$ cat src/rtl/fda_uart_pkg.sv
// Shared UART definitions for the host link (transmit and receive paths).
// State encoding, frame constants and default baud divider.
package fda_uart_pkg;

  localparam int DEF_CLKS_PER_BIT = 868;
  localparam int UART_DATA_BITS   = 8;
  localparam int UART_STOP_BITS   = 1;

  typedef enum logic [2:0] {
    S_IDLE   = 3'd0,
    S_START  = 3'd1,
    S_DATA   = 3'd2,
    S_STOP   = 3'd3,
    S_PARITY = 3'd4
  } uart_state_e;

  function automatic logic even_parity(
    input logic [UART_DATA_BITS-1:0] d
  );
    return ^d;
  endfunction

endpackage

$ cat src/rtl/cmd_response_tx_if.sv
// Response-byte write port and UART line/status bundle.
// master = control FSM side, slave = cmd_response_tx.
interface cmd_response_tx_if;

  logic [7:0] TxByte;
  logic       NewTx;
  logic       full;
  logic       busy;
  logic       tx;
  logic       txDone;
  logic       overflow;

  modport master (
    output TxByte, NewTx,
    input  full, busy, tx, txDone, overflow
  );

  modport slave (
    input  TxByte, NewTx,
    output full, busy, tx, txDone, overflow
  );

endinterface

$ cat src/rtl/resp_fifo.sv
// Circular synchronous FIFO with registered full flag.
// Pointers wrap naturally since DEPTH is a power of two.
module resp_fifo #(
  parameter int DEPTH = 4,
  parameter int WIDTH = 8
) (
  input  logic             clk,
  input  logic             rst_n,
  input  logic             push_i,
  input  logic             pop_i,
  input  logic [WIDTH-1:0] din_i,
  output logic [WIDTH-1:0] dout_o,
  output logic             full_o,
  output logic             empty_o
);

  localparam int AW = $clog2(DEPTH);
  localparam int CW = AW + 1;

  logic [WIDTH-1:0] mem_q [DEPTH];
  logic [AW-1:0]    wr_q;
  logic [AW-1:0]    rd_q;
  logic [CW-1:0]    cnt_q;
  logic [CW-1:0]    cnt_d;
  logic             full_q;
  logic             do_push;
  logic             do_pop;

  assign empty_o = (cnt_q == '0);
  assign full_o  = full_q;
  assign dout_o  = mem_q[rd_q];
  assign do_push = push_i && !full_q;
  assign do_pop  = pop_i && !empty_o;

  always_comb begin
    cnt_d = cnt_q;
    if (do_push && !do_pop)
      cnt_d = cnt_q + CW'(1);
    else if (!do_push && do_pop)
      cnt_d = cnt_q - CW'(1);
  end

  always_ff @(posedge clk) begin
    if (do_push)
      mem_q[wr_q] <= din_i;
  end

  always_ff @(posedge clk or negedge rst_n) begin
    if (!rst_n) begin
      wr_q   <= '0;
      rd_q   <= '0;
      cnt_q  <= '0;
      full_q <= 1'b0;
    end else begin
      if (do_push)
        wr_q <= wr_q + AW'(1);
      if (do_pop)
        rd_q <= rd_q + AW'(1);
      cnt_q  <= cnt_d;
      full_q <= (cnt_d == CW'(DEPTH));
    end
  end

endmodule

$ cat src/rtl/cmd_response_tx.sv
// Response byte FIFO + UART 8N1 serialiser, LSB first, registered tx.
// Define CMD_RESPONSE_TX_PARITY_EN for an even-parity bit (8E1).
module cmd_response_tx
  import fda_uart_pkg::*;
#(
  parameter int CLKS_PER_BIT = DEF_CLKS_PER_BIT,
  parameter int FIFO_DEPTH   = 4
) (
  input  logic               clk,
  input  logic               rst_n,
  cmd_response_tx_if.slave   bus
);

  localparam int CW = (CLKS_PER_BIT > 1) ? $clog2(CLKS_PER_BIT) : 1;
  localparam logic [CW-1:0] CNT_LAST = CW'(CLKS_PER_BIT - 1);
  localparam logic [2:0] IDX_LAST = 3'(UART_DATA_BITS - 1);

  uart_state_e st_q;
  logic [CW-1:0] cnt_q;
  logic [2:0]    idx_q;
  logic [7:0]    sh_q;
  logic          tx_q;
  logic          done_q;
  logic          busy_q;
  logic          ovf_q;
`ifdef CMD_RESPONSE_TX_PARITY_EN
  logic          par_q;
`endif

  logic       f_full;
  logic       f_empty;
  logic [7:0] f_dout;
  logic       bit_end;
  logic       pop;

  assign bit_end = (cnt_q == CNT_LAST);
  assign pop = !f_empty &&
               ((st_q == S_IDLE) ||
                (st_q == S_STOP && bit_end));

  resp_fifo #(
    .DEPTH (FIFO_DEPTH),
    .WIDTH (8)
  ) u_fifo (
    .clk     (clk),
    .rst_n   (rst_n),
    .push_i  (bus.NewTx),
    .pop_i   (pop),
    .din_i   (bus.TxByte),
    .dout_o  (f_dout),
    .full_o  (f_full),
    .empty_o (f_empty)
  );

  assign bus.full     = f_full;
  assign bus.busy     = busy_q;
  assign bus.tx       = tx_q;
  assign bus.txDone   = done_q;
  assign bus.overflow = ovf_q;

  always_ff @(posedge clk or negedge rst_n) begin
    if (!rst_n) begin
      st_q   <= S_IDLE;
      cnt_q  <= '0;
      idx_q  <= '0;
      sh_q   <= '0;
      tx_q   <= 1'b1;
      done_q <= 1'b0;
      busy_q <= 1'b0;
      ovf_q  <= 1'b0;
`ifdef CMD_RESPONSE_TX_PARITY_EN
      par_q  <= 1'b0;
`endif
    end else begin
      cnt_q  <= (st_q == S_IDLE || bit_end) ? '0 : cnt_q + CW'(1);
      done_q <= (st_q == S_STOP) && bit_end;
      busy_q <= !f_empty || (st_q != S_IDLE);
      if (bus.NewTx && f_full)
        ovf_q <= 1'b1;

      // tx trails the state by one cycle so the pin is purely registered
      unique case (st_q)
        S_START: tx_q <= 1'b0;
        S_DATA:  tx_q <= sh_q[0];
`ifdef CMD_RESPONSE_TX_PARITY_EN
        S_PARITY: tx_q <= par_q;
`endif
        default: tx_q <= 1'b1;
      endcase

      unique case (st_q)
        S_IDLE: begin
          if (!f_empty) begin
            sh_q <= f_dout;
`ifdef CMD_RESPONSE_TX_PARITY_EN
            par_q <= even_parity(f_dout);
`endif
            st_q <= S_START;
          end
        end
        S_START: begin
          if (bit_end) begin
            idx_q <= '0;
            st_q  <= S_DATA;
          end
        end
        S_DATA: begin
          if (bit_end) begin
            sh_q  <= sh_q >> 1;
            idx_q <= idx_q + 3'd1;
            if (idx_q == IDX_LAST) begin
`ifdef CMD_RESPONSE_TX_PARITY_EN
              st_q <= S_PARITY;
`else
              st_q <= S_STOP;
`endif
            end
          end
        end
`ifdef CMD_RESPONSE_TX_PARITY_EN
        S_PARITY: begin
          if (bit_end)
            st_q <= S_STOP;
        end
`endif
        S_STOP: begin
          if (bit_end) begin
            if (!f_empty) begin
              sh_q <= f_dout;
`ifdef CMD_RESPONSE_TX_PARITY_EN
              par_q <= even_parity(f_dout);
`endif
              st_q <= S_START;
            end else begin
              st_q <= S_IDLE;
            end
          end
        end
        default: st_q <= S_IDLE;
      endcase
    end
  end

endmodule

$ cat src/flat_wrapper.sv
// flat-port wrapper written by rule: the top's interface ports become plain ports
module cmd_response_tx_flat import fda_uart_pkg::*;
#(
  parameter int CLKS_PER_BIT = DEF_CLKS_PER_BIT,
  parameter int FIFO_DEPTH   = 4
)
  (clk, rst_n, bus_TxByte, bus_NewTx, bus_full, bus_busy, bus_tx, bus_txDone, bus_overflow);
  cmd_response_tx_if bus_i ();
  input  logic clk;
  input  logic rst_n;
  input wire logic [$bits(bus_i.TxByte)-1:0] bus_TxByte;
  input wire logic [$bits(bus_i.NewTx)-1:0] bus_NewTx;
  output wire logic [$bits(bus_i.full)-1:0] bus_full;
  output wire logic [$bits(bus_i.busy)-1:0] bus_busy;
  output wire logic [$bits(bus_i.tx)-1:0] bus_tx;
  output wire logic [$bits(bus_i.txDone)-1:0] bus_txDone;
  output wire logic [$bits(bus_i.overflow)-1:0] bus_overflow;
  assign bus_i.TxByte = bus_TxByte;
  assign bus_i.NewTx = bus_NewTx;
  assign bus_full = bus_i.full;
  assign bus_busy = bus_i.busy;
  assign bus_tx = bus_i.tx;
  assign bus_txDone = bus_i.txDone;
  assign bus_overflow = bus_i.overflow;
  cmd_response_tx #(.CLKS_PER_BIT(CLKS_PER_BIT), .FIFO_DEPTH(FIFO_DEPTH)) u_core (.clk(clk), .rst_n(rst_n), .bus(bus_i));
endmodule
$ cat config.mk
export PLATFORM = sky130hd
export DESIGN_NAME = cmd_response_tx_flat
export DESIGN_NICKNAME = d
export VERILOG_FILES = /design/src/rtl/fda_uart_pkg.sv /design/src/rtl/cmd_response_tx_if.sv /design/src/rtl/resp_fifo.sv /design/src/rtl/cmd_response_tx.sv /design/src/flat_wrapper.sv
export SDC_FILE = /design/constraint.sdc
export NUM_CORES = 1
export LEC_CHECK = 0
export ABC_CLOCK_PERIOD_IN_PS = 2200
export CAP_MARGIN = 0
export CORE_UTILIZATION = 45
export CTS_CLUSTER_SIZE = 25
export DETAILED_ROUTE_END_ITERATION = 12
export HOLD_SLACK_MARGIN = 0.02
export PLACE_DENSITY_LB_ADDON = 0.3
export SLEW_MARGIN = 20
export SYNTH_ARGS = -nofsm -noshare
export SYNTH_HDL_FRONTEND = slang
export SYNTH_SLANG_ARGS = --single-unit
$ cat constraint.sdc
create_clock -name clk -period 2.2 [get_ports clk]
set_clock_uncertainty 0.15 [all_clocks]
set_input_delay 0.22 -clock clk [delete_from_list [all_inputs] [get_ports clk]]
set_output_delay 0.22 -clock clk [all_outputs]
set_load 0.02 [all_outputs]
Word-level counts from Yosys, hierarchy flattened
Memory sizes are Yosys's and may differ from the RTL's.
Index checks and enable logic that the tools add are counted.
{"block": "totals", "reg_bits": 36, "latchBits": 0, "ram_bits": 32, "mem_bits_ro": 0, "inputBits": 11, "out_inout_bits": 5, "word_cells": 72, "memories": 1}
{"name": "u_core.u_fifo.mem_q", "words": 4, "width": 8, "rd": 1, "rd_ports_with_merged_regs": 0, "wr": 1, "line": "resp_fifo.sv:20", "rtl": "logic [WIDTH-1:0] mem_q [DEPTH];"}
{"block": "classes", "addsub": 6, "multipliers": 0, "n_div": 0, "magnitude_cmp": 0, "eq_ne": 11, "shift": 0, "n_mux": 20, "bitwise": 0, "n_reduce_logical": 22}
{"op": "$mux W3", "n": 9}
{"op": "$mux W8", "n": 3}
{"op": "$pmux W8 S3", "n": 1}
{"op": "$pmux W3 S4", "n": 1}
{"op": "$add A10 B1 Y10 const B", "n": 1}
{"op": "$eq A10 B10 Y1 const B", "n": 1}
{"op": "$mux W10", "n": 1}
{"op": "$ne A2 B1 Y1 const B", "n": 4}
{"op": "$logic_and A1 B1 Y1", "n": 7}
{"op": "$add A3 B1 Y3 const B", "n": 2}
{"op": "$eq A3 B2 Y1 const B", "n": 2}
{"op": "$eq A3 B3 Y1 const B", "n": 2}
{"op": "$logic_not A3 Y1", "n": 2}
{"op": "$pmux W3 S2", "n": 1}
{"op": "$reduce_and A3 Y1", "n": 2}
{"op": "$reduce_bool A3 Y1", "n": 2}
{"op": "$reduce_and A5 Y1", "n": 1}
{"op": "$add A2 B1 Y2 const B", "n": 2}
{"op": "$logic_not A1 Y1", "n": 4}
{"op": "$eq A3 B1 Y1 const B", "n": 1}
{"op": "$logic_or A1 B1 Y1", "n": 3}
{"op": "$mux W1", "n": 3}
{"op": "$sub A3 B1 Y3 const B", "n": 1}
{"op": "$ne A2 B2 Y1 const B", "n": 1}
{"op": "other kinds (2)", "n": 2}

Logic depth before layout (Yosys ltp)
{"block": "logic_depth", "ltp_word": 9, "ltp_mapped": 9}

Hierarchy
From an unflattened synthesis, not the netlist that was laid out.
{"block": "unflattened", "hier_cells": 207, "area_unflattened_um2": 3076.7}
{"mod": "resp_fifo", "instances": 1, "cells_each": 96, "area_each_um2": 1699.1, "seq_area_each_um2": 1161.1}
{"mod": "cmd_response_tx", "instances": 1, "cells_each": 111, "area_each_um2": 1377.6, "seq_area_each_um2": 676.9}

Worst setup path after synthesis
Ideal clock, no wire load.
{"block": "synth_timing", "path_kind": "register -> register", "start": "reg u_core.cnt_q[0]", "end": "reg u_core.st_q[0]", "setup_ps": 125, "arrival_ps": 1709, "required_time_ps": 1925, "slack_ps": 216, "path_stages_with_launch": 8, "period_less_slack_ps": 1984, "path_cell_list": "dfrtp_1 > ha_1 > and4bb_1 > and3_1 > buf_6 > o21ai_2 > a22o_1 > mux2_4"}
{"block": "synth_between", "elab_chain_len": 3}
{"item": "start, declared", "line": "cmd_response_tx.sv:19", "rtl": "logic [CW-1:0] cnt_q;"}
{"item": "start signal, assigned", "line": "cmd_response_tx.sv:75", "rtl": "cnt_q <= (st_q == S_IDLE || bit_end) ? '0 : cnt_q + CW'(1);"}
{"item": "$eq A10 B10 Y1 (*)", "line": "cmd_response_tx.sv:36", "rtl": "assign bit_end = (cnt_q == CNT_LAST);"}
{"item": "$ne A2 B1 Y1 (no line)"}
{"item": "$reduce_and A5 Y1 (no line) (*)"}
{"item": "end signal, assigned", "line": "cmd_response_tx.sv:63", "rtl": "st_q <= S_IDLE;"}
{"item": "end signal, assigned", "line": "cmd_response_tx.sv:98", "rtl": "st_q <= S_START;"}
{"item": "end signal, assigned", "line": "cmd_response_tx.sv:104", "rtl": "st_q <= S_DATA;"}
{"item": "end, declared", "line": "cmd_response_tx.sv:18", "rtl": "uart_state_e st_q;"}
Every way passes the cells marked *; elsewhere a longest branch is shown, timed or not.
A chain may end at the register's enable or synchronous reset.

Worst setup path after layout
{"block": "layout_timing", "start": "reg u_core.cnt_q[0]", "end": "reg u_core.u_fifo.cnt_q[1]"}
{"block": "layout_between", "elab_chain_len": 8}
{"item": "$eq A10 B10 Y1 (*)", "line": "cmd_response_tx.sv:36"}
{"item": "$logic_and A1 B1 Y1 (*)", "line": "cmd_response_tx.sv:39", "rtl": "(st_q == S_STOP && bit_end));"}
{"item": "$logic_or A1 B1 Y1 (*)", "line": "cmd_response_tx.sv:38", "rtl": "((st_q == S_IDLE) ||"}
{"item": "$logic_and A1 B1 Y1 (*)", "line": "cmd_response_tx.sv:37", "rtl": "assign pop = !f_empty &&"}
{"item": "$logic_and A1 B1 Y1 (*)", "line": "resp_fifo.sv:33", "rtl": "assign do_pop = pop_i && !empty_o;"}
{"item": "$logic_and A1 B1 Y1 or $logic_not A1 Y1 (tied branches)", "line": "resp_fifo.sv:39, resp_fifo.sv:37"}
{"item": "$mux W3 or $logic_and A1 B1 Y1 (tied branches)", "line": "resp_fifo.sv:39, resp_fifo.sv:37"}
{"item": "$mux W3 (*)", "line": "resp_fifo.sv:37", "rtl": "if (do_push && !do_pop)"}
{"item": "named net u_core.u_fifo.cnt_d[1]", "line": "resp_fifo.sv:24", "rtl": "logic [CW-1:0] cnt_d;"}
{"item": "end signal, assigned", "line": "resp_fifo.sv:59", "rtl": "cnt_q <= cnt_d;"}
{"item": "end, declared", "line": "resp_fifo.sv:23", "rtl": "logic [CW-1:0] cnt_q;"}
Mark *: on every way through the listed nets, which the timed path passes. The rest lies on a longest branch.

==> metrics <==
outcome=complete, no violations; hpwl dp=~3.3 mm; Seq pwr share=0.409; fin cells=between 300 and 400; Mapped Area=3020 um2; first-pass GRT wire length=8.47 mm; Initial Util=0.470; Logic pwr share=0.359; unrepaired setup endpoints after global routing=false; final hold viol count=0; Final #Nets=about 280; die height=around 84 um; CP Data Arrival Time=2150 ps; Root Driver=clkbuf_8; CTS tree=built; Synth cell types=42; Fmax=slightly below 0.5 GHz; Seq/Total Area, Yosys=0.609; count leader, synth=dfrtp_1; Port Buffers=15; Site Rows=29; synthesized area per cell=approximately 13 um2; Die W=83.9 um; critical path class=reg -> reg; setup bufs post-CTS=0; Max Cap Viol=0; Antenna Cells=0; Core Footprint=approximately 6400 um2; CTS sink cnt=67; top cell type's share of synthesized area=0.318; Clock Pin Slew Worst Setup and Hold Paths=about 80 ps; area grow syn2layout=15.7%; num ports=16; critical path peak fanout=5; pwr/cell area=1320 nW/um2; Yosys warning count=0; P_sw=1.59 mW; Residual DRC=0; Vias=between 1,500 and 2,000; RD Place Congestion=approximately 0.85; Post-synth ARST share=0.522; worst endpoint required time=~2300 ps; GR Util All Layers=0.158; Fin Setup TNS=0 ps; grt ovf=0; Pins Over Slew Limit=0; final setup fails=0; Clk network pwr share=0.232; Hold Path Class=reg -> reg; Post-synth top flop=dfrtp_1; CP startpoint kind=flip-flop; critical path capture point type=flip-flop; DRT Wirelength=4.83 mm; H-tree levels=3; Post-Syn Instances=~230; Synth Net Count=approximately 250; hold depth=1; switch share=0.345; DRT iter0 DRCs=approximately 110; Post-synth EDFFs=32; top cells by count, synth=34 x dfrtp_1, 32 x edfxtp_1, 26 x nand2_1; pin count of the biggest net entering global routing=36; P_leak=1.42 nW; WL/cell=14.4 um; Max Root-Sink Buffers=2; Yosys reg bits=67; relative slew slack=0.406; Antenna Nets Post-Route=0; Slew @ Worst Pin=around 890 ps; die area=around 7000 um2; Period minus WS final=a little over 2000 ps; DP Cell Count=approximately 320; initial antenna violation count=0; worst skew pair latency=~340 ps; synth top area cells=edfxtp_1 32%, dfrtp_1 28%, mux4_2 6.0%, ha_1 5.8%, nand2_1 3.2%; share of post-route cells with drive strength above 1=0.170; VDD IR max=approximately 0.7 mV; internal power=between 3 and 4 mW; fin crit share=0.938; DR vias/cell=around 5.2; top cell type by total area after synthesis=edfxtp_1; CTS buffer count=9; Pre-antenna DRT Iters=6; r2r worst-path depth=6; vias in the first global route=roughly 1,700
[worst max-delay path, stage by stage (launching register included)]
cell	delay (ps)
dfrtp_1	410
ha_1	240
and4bb_1	230
a41oi_2	340
o21ai_2	120
a211o_1	310
and2_1	150
[per-layer routing]
metal  track usage  part of all wire  up-vias  routed length, um
met5             0                 0        -                  0
met4        0.0737             0.019        0                 93
met3        0.0415             0.031        9                150
met2         0.238              0.46       27               2240
met1         0.215              0.48      846               2340
li1              -                 -      857                  -
[power by group through the flow]
stage / Clock [mW] / Sequential (mW) / Combinational [mW]
3_3_place_gp: 0 / 1.91 / 1.63
6_report: 1.07 / 1.89 / 1.66
5_1_grt: 1.15 / 1.94 / 1.89
2_1_floorplan: 0 / 1.86 / 1.30
4_1_cts: 1.10 / 1.90 / 1.67
3_5_place_dp: 0 / 1.92 / 1.67
[worst paths after layout]
| path | start | endpoint | slack (ps) |
|---|---|---|---|
| setup / recovery | u_core.cnt_q[0] | u_core.u_fifo.cnt_q[1] | 140 |
| min in group asynchronous | rst_n | u_core.cnt_q[6] | 390 |
| hold reg to reg | u_core.bus.overflow | u_core.bus.overflow | 310 |
| hold / removal | u_core.bus.overflow | u_core.bus.overflow | 310 |
| max in group asynchronous | rst_n | u_core.sh_q[7] | 960 |
| setup reg to reg | u_core.cnt_q[0] | u_core.u_fifo.cnt_q[1] | 140 |
[placed cells by master (no fill, tap or decap), drive strengths merged, types with 2 or more instances in the layout]
cell,instances
and4,2
nor2,22
nor2b,4
inv,14
dfrtp,34
a2bb2oi,2
clkinvlp,2
ha,14
a32o,2
o21ai,7
nand2,26
xnor2,10
mux2,2
buf,8
and2,7
edfxtp,32
a211o,2
xor2,4
a31oi,7
and3,3
mux4,8
nor3b,2
nand3,4
clkbuf,10
nor3,2
clkdlybuf4s50,14
[what timing repair did]
item / CTS / global route
hold buffers: 1 / 0
endpoints found under the hold margin: 34 / 0
endpoints found under the setup margin: 0 / 6
gates resized for setup: 0 / 2
[kinds of logic after synthesis]
group | synth area share
mux | 0.0696
buf+inv | 0.0298
simple gates | 0.124
xor+xnor | 0.0406
fa+ha+maj | 0.0580
compound gates | 0.0696
flops | 0.609
[through the flow]
step	instance area (um2)	utilization	setup WS, ps	hold slack (ps)	power, mW
after floorplan	3020	-	216	-226	3.16
final	3490	0.544	137	306	4.62
after detailed placement	3270	0.509	119	233	3.59
after global routing	3490	0.544	6.48	347	4.98
after CTS	3490	0.543	106	312	4.67
after global placement	3270	0.509	168	224	3.53
[state kept, by name, indices dropped and copies added (netlist names)]
| signal | count |
|---|---|
| u_core.u_fifo.cnt_q | 3 |
| u_core.bus.txDone | 1 |
| u_core.u_fifo.rd_q | 2 |
| u_core.u_fifo.mem_q | 32 |
| u_core.idx_q | 3 |
| u_core.sh_q | 8 |
| u_core.bus.tx | 1 |
| u_core.bus.busy | 1 |
| u_core.u_fifo.wr_q | 2 |
| u_core.u_fifo.full_o | 1 |
| u_core.st_q | 2 |
| u_core.bus.overflow | 1 |
| u_core.cnt_q | 10 |
[final cells by class]
class,count,area [um2]
clock buffers,9,124
clock inverters,7,82.6
fillers,526,2930
multi-input cells,142,1100
inverters,10,37.5
well taps,77,96.3
flip-flops and latches,67,1840
repair buffers,24,215
No activity file was read; power rests on OpenSTA's default activity.
